**src/rtl/ms_timer_bank_if.sv**
```systemverilog
// Control/status bus of ms_timer_bank: per-channel arm/disarm, mode, period and status.
// MS_TIMER_STICKY_EN adds the sticky done flags and their clear strobes.
interface ms_timer_bank_if #(
  parameter int unsigned NUM_CH = 2,
  parameter int unsigned MS_W   = 16
);
  logic                     enable;
  logic [NUM_CH-1:0]        start;
  logic [NUM_CH-1:0]        stop;
  logic [NUM_CH-1:0]        periodic;
  logic [NUM_CH*MS_W-1:0]   period_ms;
  logic [NUM_CH-1:0]        running;
  logic [NUM_CH-1:0]        expired;
  logic [NUM_CH*MS_W-1:0]   elapsed_ms;
`ifdef MS_TIMER_STICKY_EN
  logic [NUM_CH-1:0]        done_clr;
  logic [NUM_CH-1:0]        done;

  modport master (
    output enable, start, stop, periodic, period_ms, done_clr,
    input  running, expired, elapsed_ms, done
  );

  modport slave (
    input  enable, start, stop, periodic, period_ms, done_clr,
    output running, expired, elapsed_ms, done
  );
`else
  modport master (
    output enable, start, stop, periodic, period_ms,
    input  running, expired, elapsed_ms
  );

  modport slave (
    input  enable, start, stop, periodic, period_ms,
    output running, expired, elapsed_ms
  );
`endif
endinterface

```
**src/rtl/ms_timer_bank.sv**
```systemverilog
// Bank of NUM_CH one-shot/periodic millisecond timers sharing one clock-to-ms prescaler.
// Optional feature macro: MS_TIMER_STICKY_EN (sticky per-channel done flags).
module ms_timer_bank #(
  parameter int unsigned NUM_CH      = 2,
  parameter int unsigned CLKS_PER_MS = 50000,
  parameter int unsigned MS_W        = 16
) (
  input  logic           clk,
  input  logic           reset,
  ms_timer_bank_if.slave bus
);

  localparam int unsigned PRE_W = (CLKS_PER_MS > 1) ? $clog2(CLKS_PER_MS) : 1;
  localparam logic [PRE_W-1:0] PRE_LAST = PRE_W'(CLKS_PER_MS - 1);

  typedef enum logic {
    IDLE = 1'b0,
    RUN  = 1'b1
  } state_e;

  logic [PRE_W-1:0]  presc_q, presc_d;
  logic              ms_tick;

  state_e            state_q   [NUM_CH];
  state_e            state_d   [NUM_CH];
  logic [MS_W-1:0]   elapsed_q [NUM_CH];
  logic [MS_W-1:0]   elapsed_d [NUM_CH];
  logic [MS_W-1:0]   period_q  [NUM_CH];
  logic [MS_W-1:0]   period_d  [NUM_CH];
  logic [NUM_CH-1:0] mode_q, mode_d;
  logic [NUM_CH-1:0] expired_q, expired_d;

  logic [MS_W-1:0]   pms_c [NUM_CH];
  logic [NUM_CH-1:0] kill_c, arm_c, adv_c, last_c;

  logic [NUM_CH-1:0]      running_c;
  logic [NUM_CH*MS_W-1:0] elapsed_c;

  // Shared prescaler; frozen while enable is low, never realigned by start.
  always_comb begin
    presc_d = presc_q;
    if (bus.enable) begin
      presc_d = (presc_q == PRE_LAST) ? '0 : presc_q + PRE_W'(1);
    end
  end

  assign ms_tick = bus.enable && (presc_q == PRE_LAST);

  always_ff @(posedge clk) begin
    if (reset) begin
      presc_q <= '0;
    end else begin
      presc_q <= presc_d;
    end
  end

  // Per-channel event decode, priority stop > start > tick.
  always_comb begin
    kill_c = '0;
    arm_c  = '0;
    adv_c  = '0;
    last_c = '0;
    for (int i = 0; i < NUM_CH; i++) begin
      pms_c[i]  = bus.period_ms[i*MS_W +: MS_W];
      kill_c[i] = bus.stop[i] || (bus.start[i] && (pms_c[i] == '0));
      arm_c[i]  = !bus.stop[i] && bus.start[i] && (pms_c[i] != '0);
      adv_c[i]  = (state_q[i] == RUN) && ms_tick && !bus.stop[i] && !bus.start[i];
      last_c[i] = adv_c[i] && (elapsed_q[i] == (period_q[i] - MS_W'(1)));
    end
  end

  // FSM state register.
  always_ff @(posedge clk) begin
    if (reset) begin
      for (int i = 0; i < NUM_CH; i++) begin
        state_q[i] <= IDLE;
      end
    end else begin
      for (int i = 0; i < NUM_CH; i++) begin
        state_q[i] <= state_d[i];
      end
    end
  end

  // FSM next-state logic; only one-shot channels drop to IDLE on completion.
  always_comb begin
    for (int i = 0; i < NUM_CH; i++) begin
      state_d[i] = state_q[i];
      if (kill_c[i]) begin
        state_d[i] = IDLE;
      end else if (arm_c[i]) begin
        state_d[i] = RUN;
      end else if (last_c[i] && !mode_q[i]) begin
        state_d[i] = IDLE;
      end
    end
  end

  // FSM output/datapath logic: elapsed count, latched period/mode, expiry pulse.
  always_comb begin
    mode_d    = mode_q;
    expired_d = '0;
    for (int i = 0; i < NUM_CH; i++) begin
      elapsed_d[i] = elapsed_q[i];
      period_d[i]  = period_q[i];
      if (kill_c[i]) begin
        elapsed_d[i] = '0;
      end else if (arm_c[i]) begin
        elapsed_d[i] = '0;
        period_d[i]  = pms_c[i];
        mode_d[i]    = bus.periodic[i];
      end else if (last_c[i]) begin
        elapsed_d[i] = '0;
        expired_d[i] = 1'b1;
      end else if (adv_c[i]) begin
        elapsed_d[i] = elapsed_q[i] + MS_W'(1);
      end
    end
  end

  always_ff @(posedge clk) begin
    if (reset) begin
      mode_q    <= '0;
      expired_q <= '0;
      for (int i = 0; i < NUM_CH; i++) begin
        elapsed_q[i] <= '0;
        period_q[i]  <= '0;
      end
    end else begin
      mode_q    <= mode_d;
      expired_q <= expired_d;
      for (int i = 0; i < NUM_CH; i++) begin
        elapsed_q[i] <= elapsed_d[i];
        period_q[i]  <= period_d[i];
      end
    end
  end

  // Flatten per-channel registers onto the bus.
  always_comb begin
    running_c = '0;
    elapsed_c = '0;
    for (int i = 0; i < NUM_CH; i++) begin
      running_c[i]                = (state_q[i] == RUN);
      elapsed_c[i*MS_W +: MS_W]   = elapsed_q[i];
    end
  end

  assign bus.running    = running_c;
  assign bus.expired    = expired_q;
  assign bus.elapsed_ms = elapsed_c;

`ifdef MS_TIMER_STICKY_EN
  logic [NUM_CH-1:0] done_q, done_d;

  // Set on the same edge that raises expired; a coincident clear loses.
  always_comb begin
    done_d = (done_q & ~bus.done_clr) | expired_d;
  end

  always_ff @(posedge clk) begin
    if (reset) begin
      done_q <= '0;
    end else begin
      done_q <= done_d;
    end
  end

  assign bus.done = done_q;
`endif

endmodule

```
**src/flat_wrapper.sv**
```systemverilog
// flat-port wrapper written by rule: the top's interface ports become plain ports
module ms_timer_bank_flat 
#(
  parameter int unsigned NUM_CH      = 2,
  parameter int unsigned CLKS_PER_MS = 50000,
  parameter int unsigned MS_W        = 16
)
  (clk, reset, bus_enable, bus_start, bus_stop, bus_periodic, bus_period_ms, bus_running, bus_expired, bus_elapsed_ms);
  ms_timer_bank_if #(.NUM_CH(NUM_CH), .MS_W(MS_W)) bus_i ();
  input  logic clk;
  input  logic reset;
  input wire logic [$bits(bus_i.enable)-1:0] bus_enable;
  input wire logic [$bits(bus_i.start)-1:0] bus_start;
  input wire logic [$bits(bus_i.stop)-1:0] bus_stop;
  input wire logic [$bits(bus_i.periodic)-1:0] bus_periodic;
  input wire logic [$bits(bus_i.period_ms)-1:0] bus_period_ms;
  output wire logic [$bits(bus_i.running)-1:0] bus_running;
  output wire logic [$bits(bus_i.expired)-1:0] bus_expired;
  output wire logic [$bits(bus_i.elapsed_ms)-1:0] bus_elapsed_ms;
  assign bus_i.enable = bus_enable;
  assign bus_i.start = bus_start;
  assign bus_i.stop = bus_stop;
  assign bus_i.periodic = bus_periodic;
  assign bus_i.period_ms = bus_period_ms;
  assign bus_running = bus_i.running;
  assign bus_expired = bus_i.expired;
  assign bus_elapsed_ms = bus_i.elapsed_ms;
  ms_timer_bank #(.NUM_CH(NUM_CH), .CLKS_PER_MS(CLKS_PER_MS), .MS_W(MS_W)) u_core (.clk(clk), .reset(reset), .bus(bus_i));
endmodule
```
**config.mk**
```make
export PLATFORM = sky130hd
export DESIGN_NAME = ms_timer_bank_flat
export DESIGN_NICKNAME = d
export VERILOG_FILES = /design/src/rtl/ms_timer_bank_if.sv /design/src/rtl/ms_timer_bank.sv /design/src/flat_wrapper.sv
export SDC_FILE = /design/constraint.sdc
export NUM_CORES = 1
export LEC_CHECK = 0
export BUFFER_PORTS_ARGS = -buffer_cell sky130_fd_sc_hd__buf_4
export CORE_UTILIZATION = 35
export CTS_CLUSTER_DIAMETER = 60
export DETAILED_ROUTE_END_ITERATION = 10
export GPL_TIMING_DRIVEN = 1
export PLACE_DENSITY = 0.52
export REMOVE_ABC_BUFFERS = 1
export SLEW_MARGIN = 25
export SYNTH_ARGS = -nofsm -noshare
export SYNTH_HDL_FRONTEND = slang
export SYNTH_SLANG_ARGS = --single-unit
```
**constraint.sdc**
```tcl
create_clock -name clk -period 3.5 [get_ports clk]
set_clock_uncertainty 0.05 [all_clocks]
set_input_delay 0.175 -clock clk [delete_from_list [all_inputs] [get_ports clk]]
set_output_delay 0.175 -clock clk [all_outputs]
set_load 0.01 [all_outputs]
```
======== After elaboration in Yosys (flattened, before gate mapping) ========
Memory sizes are Yosys's and may differ from the RTL's.
Cells that the tools add are included.
cells by class
  reduce and logical (&&, ||, !) cells .... 33
  bitwise logic cells ..................... 8
  equality and inequality tests ........... 3
  multiplexer cells ....................... 30
  $add $sub $neg .......................... 5
operator list
  cell                                                number
  2-to-1 mux 16 bit                                   17
  adder 16 x 1 -> 16 bit, second input constant       3
  == test 16 bit                                      2
  logical NOT 16 bit                                  2
  nonzero test 16 bit                                 2
  subtractor 16 x 1 -> 16 bit, second input constant  2
  logical AND 1 bit                                   17
  == test 16 bit, second input constant               1
  2-to-1 mux 1 bit                                    13
  logical NOT 1 bit                                   6
  OR 1 bit                                            6
  OR reduction 3 bit                                  2
  AND reduction 2 bit                                 2
  logical OR 1 bit                                    2
  inverter 1 bit                                      2
storage, ports and cells
  logic and storage cells ................. 87
  memory bits (writable) .................. 66
  input port bits ......................... 41
  memories kept ........................... 3
  output and inout bits ................... 36
  register bits ........................... 20
memory list
  memory            words  bits a word  read ports  clocked after Yosys merged registers in  write ports  line                 source
  u_core.elapsed_q  2      16           2           0                                        2            ms_timer_bank.sv:26  logic [MS_W-1:0] elapsed_q [NUM_CH];
  u_core.period_q   2      16           2           0                                        2            ms_timer_bank.sv:28  logic [MS_W-1:0] period_q [NUM_CH];
  u_core.state_q    2      1            2           0                                        2            ms_timer_bank.sv:24  state_e state_q [NUM_CH];

======== Longest topological paths before layout ========
Gate-level depths: netlist of the first run.
  word-level depth ........................ 11
  mapped depth ............................ 11
  depth with buffers taken out ............ 8

======== Worst setup path before layout of the first run ========
No wires, ideal clock.
  path kind ............................... reg-to-reg
  start point ............................. memory u_core.period_q[1][0] (netlist: u_core.period_q[0][16])
  end point ............................... memory u_core.elapsed_q[1][5] (netlist: u_core.elapsed_q[0][21])
  buffers on the path ..................... 3
  data arrival time ....................... 2.375 ns
  period minus slack after synthesis ...... 2.557 ns
  setup slack ............................. 0.943 ns
  cell stages (with the launch flop) ...... 12
  library setup time ...................... 0.132 ns
  cell sequence ........................... dfxtp_1 clkbuf_1 inv_1 ha_1 or4b_4 or3_1 xor2_1 o211ai_1 and4_1 buf_4 buf_6 nor3_1
RTL lines
  item         line
  from (decl)  ms_timer_bank.sv:28
  to (decl)    ms_timer_bank.sv:26

==> flow_summary_export.csv, run 1 <==
group,metric,value,unit
status,status,"completed",
synthesis,syn_area_per_cell,8.761,µm²
setup_path,critical_path_arrival,3.12,ns
route,post_drt_wl_per_cell,15.86,µm
placed_design,place.gp.congestion,0.8400,
setup_path,cp_max_fo,17,
synthesis,syn_inst,562,
global_routing,grt_usage,18.57,%
clock_network,cts_root_buffer,"clkbuf_16",
finish,area_delta_synth_final,20.08,%
setup_path,start_kind,"flop",
setup_path,path_cells,"inv_1, ha_1, or4b_4, or3_1, xor2_1, o211ai_1, and4_1, a31oi_1",
global_routing,grt_pass1_wl,21160,µm
placed_design,hpwlAfterDp,9539,µm
setup_path,crit_path_top_delay_cell,"and4_1",
timing,layout_setup_ws,0.5385,ns
floorplanning,die_x,120.6,µm
clock_network,cts_sinks,86,
synthesis,synth_top_area_share,34.97,%
finish,final_area,0.005912,mm²
pwr,p_leak,0.002174,µW
route,drcViolationCount,0,
finish,antenna_cells,0,
route,drt_iter0_drc,339,
timing,tightestPinTransition,0.7389,ns
route,postRouteWirelength,12750,µm
finish,multi_input_area,0.003015,mm²
synthesis,ys_types,65,
timing,fin_setup_tns,0,ns
clock_network,postCtsHoldBufs,0,
synthesis,synth_largest_area_cell,"dfxtp_1",
setup_path,cpPeakStageDelay,0.65,ns
clock_network,post_cts_buffers,0,
synthesis,synth_edf_count,0,
floorplanning,fp.coreArea,0.01351,mm²
finish,final_util,43.77,%
finish,nNetsFinal,671,
finish,layout-drive-gt1-share,19.59,%
floorplanning,io_pins,77,
clock_network,cts_tree,"done",
placed_design,dp_slack,0.5390,ns
global_routing,antenna_found_initial,0,
placed_design,place_area,0.005612,mm²
timing,setup_viol_count_final,0,
synthesis,ys_top_cells_by_area,"dfxtp_1, xnor2_1, mux2i_1, nor2_1, xor2_1",
floorplanning,die_y,120.6,µm
timing,fmax,337.7,MHz
setup_path,crit_path_end_kind,"flop",
timing,rsz0062_at_grt,"false",
route,num_vias,4264,
timing,slew_headroom,50.62,%
clock_network,path_clk_slew,0.06,ns
placed_design,port_buffers,76,
route,vias_per_cell,5.303,
finish,final_cells,804,
timing,slew_violations,0,
pwr,powerDensity,394.1,mW/mm²
pwr,ir_worst_vdd,0.2463,mV
finish,num-fill-cells,1334,
global_routing,grt_overflow,0,
finish,seqCellArea,0.001722,mm²
hold_path,hold_class,"in -> reg",
timing,final-hold-violation-count,0,
clock_network,cts_max_path_buffers,2,
synthesis,synth-seq-area-share,34.97,%
global_routing,grt_max_degree,39,
clock_network,cts_max_level,3,
setup_path,crit_required,3.65,ns
timing,fin_crit_sh,84.61,%
clock_network,cts_made_buffers,9,
synthesis,ys.flop_type,"dfxtp_1",
run,max_cap_viol_count,0,
clock_network,cts-resized-gates,0,
floorplanning,dieArea,0.01455,mm²
timing,fin_crit,2.962,ns
synthesis,yosysWarnings,0,
placed_design,dpl.cell_count,790,
synthesis,async_flop_share,0,%
clock_network,clk-insertion-delay-late,0.34,ns
setup_path,crit_type,"reg -> reg",
floorplanning,fp-row-count,42,
global_routing,grt_pass1_vias,4019,
floorplanning,start_util,36.46,%
route,ant_nets,0,
route,drt_pass1_iterations,5,
synthesis,ys_ff_latch,86,
synthesis,netlist_area,0.004923,mm²
==> layout by cell type (no fill, tap or decap), types with 3 or more instances in the layout <==
master / count
a211oi_1: 9
a211oi_2: 9
a21oi_1: 4
a31oi_1: 5
and2_1: 3
and3_1: 8
and4_1: 3
buf_4: 80
clkbuf_16: 9
dfxtp_1: 86
ha_1: 5
inv_1: 17
mux2i_1: 38
nand2_1: 23
nand2b_1: 4
nand3_1: 21
nand4_1: 15
nor2_1: 81
nor2b_1: 4
nor3_1: 35
nor4_1: 16
o211ai_1: 6
o21ai_0: 4
or3_1: 9
or4_4: 3
xnor2_1: 49
xor2_1: 31
==> through the flow <==
stage	power, µW	hold slack, ns
after global placement	1383	0.3640
after detailed placement	1389	0.3697
after CTS	2355	0.01044
final	2330	0.01801
after floorplan	1279	0.1974
after global routing	2441	0.02445
==> cell usage after synthesis, types with 6 or more instances <==
master / n
nor3_1: 35
dfxtp_1: 86
a211oi_2: 9
a211oi_1: 9
xor2_1: 31
mux2i_1: 38
nand4_1: 15
nor2_1: 82
nand2_1: 23
or3_1: 9
clkbuf_1: 20
and3_1: 8
nor4_1: 16
xnor2_1: 49
inv_1: 17
nand3_1: 21
o211ai_1: 6
==> path summary, 6_finish.rpt <==
path / startpoint / end / slack (ns) / depth (start not counted)
setup / recovery: u_core.period_q[0][16] / u_core.state_q[0][1] / 0.54 / 8
hold / removal: bus_periodic[1] / u_core.mode_q[1] / 0.02 / 3
setup reg to reg: u_core.period_q[0][16] / u_core.state_q[0][1] / 0.54 / 8
hold reg to reg: u_core.mode_q[1] / u_core.state_q[0][1] / 0.44 / 2
==> registers in the layout (all words and copies together) (netlist names) <==
signal	flops
u_core.elapsed_q	32
u_core.period_q	32
u_core.presc_q	16
u_core.bus.expired	2
u_core.mode_q	2
u_core.state_q	2
==> cell type report <==
class,count,share of cell area (%)
multi-input cells,431,51.01
repair buffers,80,10.16
inverters,17,1.079
clock inverters,1,0.5079
well taps,176,3.725
clock buffers,13,4.402
flip-flops and latches,86,29.12
==> critical path, delay by kind of cell, from the launching register on <==
kind | cells | cell delay [ns]
AOI/OAI and AO/OA | 2 | 0.40
xor gates and xnor gates | 1 | 0.16
adders and majority gates | 1 | 0.23
buffers and inverters | 1 | 0.08
DFF | 1 | 0.37
and+or+nand+nor | 3 | 1.54
==> routing by layer <==
| metal | part of all wire, % | track usage (%) | wire, µm |
|---|---|---|---|
| met4 | 1.9 | 7.793 | 246 |
| met3 | 5.0 | 2.925 | 643 |
| met1 | 52 | 28.32 | 6601 |
| met2 | 41 | 25.32 | 5257 |
| met5 | 0 | 0 | 0 |
==> report_power, final <==
| group | total (µW) | switching, µW | internal (µW) |
|---|---|---|---|
| Combinational | 335 | 177 | 157 |
| Sequential | 1040 | 34.2 | 1000 |
| Clock | 959 | 375 | 585 |
| Total | 2330 | 586 | 1740 |
==> kinds of logic after synthesis <==
logic type | Yosys count | share of synthesized area (%)
and+or+nand+nor | 249 | 27.29
muxes | 38 | 7.725
DFF | 86 | 34.97
buffers and inverters | 45 | 4.091
AOI/OAI and AO/OA | 59 | 10.42
xor gates and xnor gates | 80 | 14.23
adders and majority gates | 5 | 1.271
Note: power is estimated with default switching activity, not from simulation.
==> run 2, diff against run 1 <==
--- a/config.mk
+++ b/config.mk
@@ -10,7 +10,7 @@
 export CTS_CLUSTER_DIAMETER = 60
 export DETAILED_ROUTE_END_ITERATION = 10
 export GPL_TIMING_DRIVEN = 1
-export PLACE_DENSITY = 0.52
+export PLACE_DENSITY = 0.54
 export REMOVE_ABC_BUFFERS = 1
 export SLEW_MARGIN = 25
 export SYNTH_ARGS = -nofsm -noshare
==> constraint.sdc (replaced) <==
create_clock -name clk -period 2.45 [get_ports clk]
set_clock_uncertainty 0.05 [all_clocks]
set_input_delay 0.1225 -clock clk [delete_from_list [all_inputs] [get_ports clk]]
set_output_delay 0.1225 -clock clk [all_outputs]
set_load 0.01 [all_outputs]
==> run 2 against run 1 <==
The run now ends with setup timing left. Wire length up 7.7%. Non-clock buffer count up 76. Flip-flop and latch count unchanged. Sequential power up 40%. Power up 47%. Die area unchanged.
==> flow_summary_export.csv, run 2 (synthesis results as in run 1) <==
group,metric,value,unit
setup_path,crit_path_end_kind,"flop",
timing,fin_setup_tns,-0.2149,ns
global_routing,grt_overflow,0,
clock_network,cts_sinks,86,
global_routing,grt_pass1_vias,4296,
route,drt_pass1_iterations,4,
timing,fin_crit,2.478,ns
finish,nNetsFinal,747,
setup_path,crit_required,2.60,ns
pwr,powerDensity,512.4,mW/mm²
pwr,ir_worst_vdd,0.3066,mV
setup_path,path_cells,"inv_2, ha_4, or4b_4, or3_4, xor2_1, o211ai_1, and4_4, clkbuf_16, nor3_1",
hold_path,hold_class,"in -> reg",
pwr,p_leak,0.002564,µW
clock_network,path_clk_slew,0.06,ns
timing,slew_violations,0,
finish,seqCellArea,0.001724,mm²
global_routing,grt_max_degree,33,
floorplanning,dieArea,0.01455,mm²
floorplanning,start_util,36.46,%
placed_design,hpwlAfterDp,10000,µm
finish,final_cells,881,
run,max_cap_viol_count,0,
floorplanning,die_y,120.6,µm
timing,slew_headroom,46.41,%
hold_path,min_to,"u_core.period_q[0][19]",
setup_path,crit_path_top_delay_cell,"or4b_4",
floorplanning,io_pins,77,
finish,final_common_cell,"buf_4",
finish,final_util,49.65,%
finish,layout-drive-gt1-share,25.53,%
pwr,p_comb_share,17.8,%
status,status,"finished with violations",
setup_path,reg2reg_depth,9,
finish,area_delta_synth_final,36.19,%
status,violations,"setup timing",
setup_path,critical_path_arrival,2.63,ns
finish,num-fill-cells,1277,
pwr,p_int,2547,µW
timing,final-hold-violation-count,0,
setup_path,cp_max_fo,8,
global_routing,grt_pass1_wl,22040,µm
route,postRouteWirelength,13740,µm
clock_network,cts_max_level,3,
pwr,switchingPower,889.1,µW
route,post_drt_wl_per_cell,15.59,µm
route,drcViolationCount,0,
hold_path,hp-start,"bus_period_ms[19]",
clock_network,clk-insertion-delay-late,0.35,ns
setup_path,r2r_end,"u_core.elapsed_q[0][29]",
placed_design,port_buffers,76,
route,drt_iter0_drc,211,
clock_network,cts_max_path_buffers,2,
floorplanning,fp-row-count,42,
setup_path,crit_type,"reg -> reg",
setup_path,start_kind,"flop",
pwr,power_frac_seq,42.4,%
floorplanning,fp.coreArea,0.01351,mm²
timing,hold_slack,0.01469,ns
timing,fin_crit_sh,101.2,%
placed_design,place.gp.congestion,0.8928,
timing,rsz0062_at_grt,"true",
pwr,switching_share,25.88,%
global_routing,grt_usage,19.31,%
finish,layout_common_cells,"buf_4, dfxtp_1, nor2_1",
setup_path,reg2reg_setup_slack,-0.03,ns
timing,tightestPinTransition,0.8019,ns
floorplanning,die_x,120.6,µm
route,vias_per_cell,5.174,
pwr,clkPwrFrac,39.7,%
clock_network,cts_tree,"done",
clock_network,cts_made_buffers,9,
finish,multi_input_area,0.003078,mm²
setup_path,cpPeakStageDelay,0.51,ns
finish,antenna_cells,0,
finish,reg_top3,"u_core.elapsed_q (32), u_core.period_q (32), u_core.presc_q (16)",
placed_design,dpl.cell_count,827,
timing,setup_viol_count_final,13,
global_routing,antenna_found_initial,0,
timing,layout_setup_ws,-0.02838,ns
route,ant_nets,0,
clock_network,cts_root_buffer,"clkbuf_16",
setup_path,worstReg2RegStart,"u_core.period_q[0][16]",
timing,fmax,403.5,MHz
hold_path,holdPathStages,3,
route,num_vias,4558,
-- run 2: worst max-delay path by stage --
stage	depth (start not counted)	from	to	slack, ns
after global routing	9	u_core.period_q[0][16]	u_core.elapsed_q[0][29]	-0.08
final	9	u_core.period_q[0][16]	u_core.elapsed_q[0][29]	-0.03
after floorplan	6	u_core.presc_q[11]	u_core.state_q[0][1]	-0.35
after global placement	8	u_core.period_q[0][16]	u_core.bus.expired[1]	-0.04
after detailed placement	8	u_core.period_q[0][16]	u_core.bus.expired[1]	-0.11
after CTS	9	u_core.period_q[0][16]	u_core.state_q[0][1]	0.02
-- run 2: per-stage QoR --
| step | setup slack, ns | power [µW] | cell area (µm²) |
|---|---|---|---|
| after floorplan | -0.3454 | 1828 | 4786 |
| after global placement | -0.04285 | 2026 | 5927 |
| after detailed placement | -0.1085 | 2033 | 5927 |
| after CTS | 0.01692 | 3447 | 6579 |
| after global routing | -0.08412 | 3579 | 6705 |
| final | -0.02838 | 3436 | 6705 |
-- run 2: power by group through the flow --
stage | logic (µW) | registers [µW] | clock network, µW
4_1_cts | 590 | 1460 | 1400
6_report | 613 | 1460 | 1370
3_5_place_dp | 545 | 1490 | 0
3_3_place_gp | 539 | 1490 | 0
5_1_grt | 666 | 1460 | 1450
2_1_floorplan | 334 | 1490 | 0
-- run 2: area by class of cell --
type	count	area share, %
clock buffer	11	3.620
clock inverter	4	0.7091
timing repair buffer	156	19.82
tap	176	3.284
inverter	17	0.9517
sequential	86	25.71
multi-input combinational	431	45.90
-- run 2: timing repair --
item / 4_1_cts / 5_1_grt
setup buffers: 2 / 1
resized for setup: 2 / 15
hold buffers: 34 / 0
endpoints found under the setup margin: 2 / 36
endpoints found under the hold margin: 33 / 0
cloned: 0 / 2
pin swaps: 0 / 5
-- run 2: routing by layer --
layer	vias up	GRT usage, %	part of all wire [%]	wire, µm
met3	17	2.642	3.4	473
li1	2283	-	-	-
met1	2152	27.72	51	7000
met2	106	28.74	44	5996
met4	0	8.102	1.9	265
met5	-	0	0	0
-- run 2: worst max-delay path: cells and delay by family (launching register included) --
kind	cells	cell delay [ns]
and+or+nand+nor	4	1.24
DFF	1	0.32
buffers and inverters	2	0.23
AOI/OAI and AO/OA	1	0.23
xor gates and xnor gates	1	0.14
adders and majority gates	1	0.13
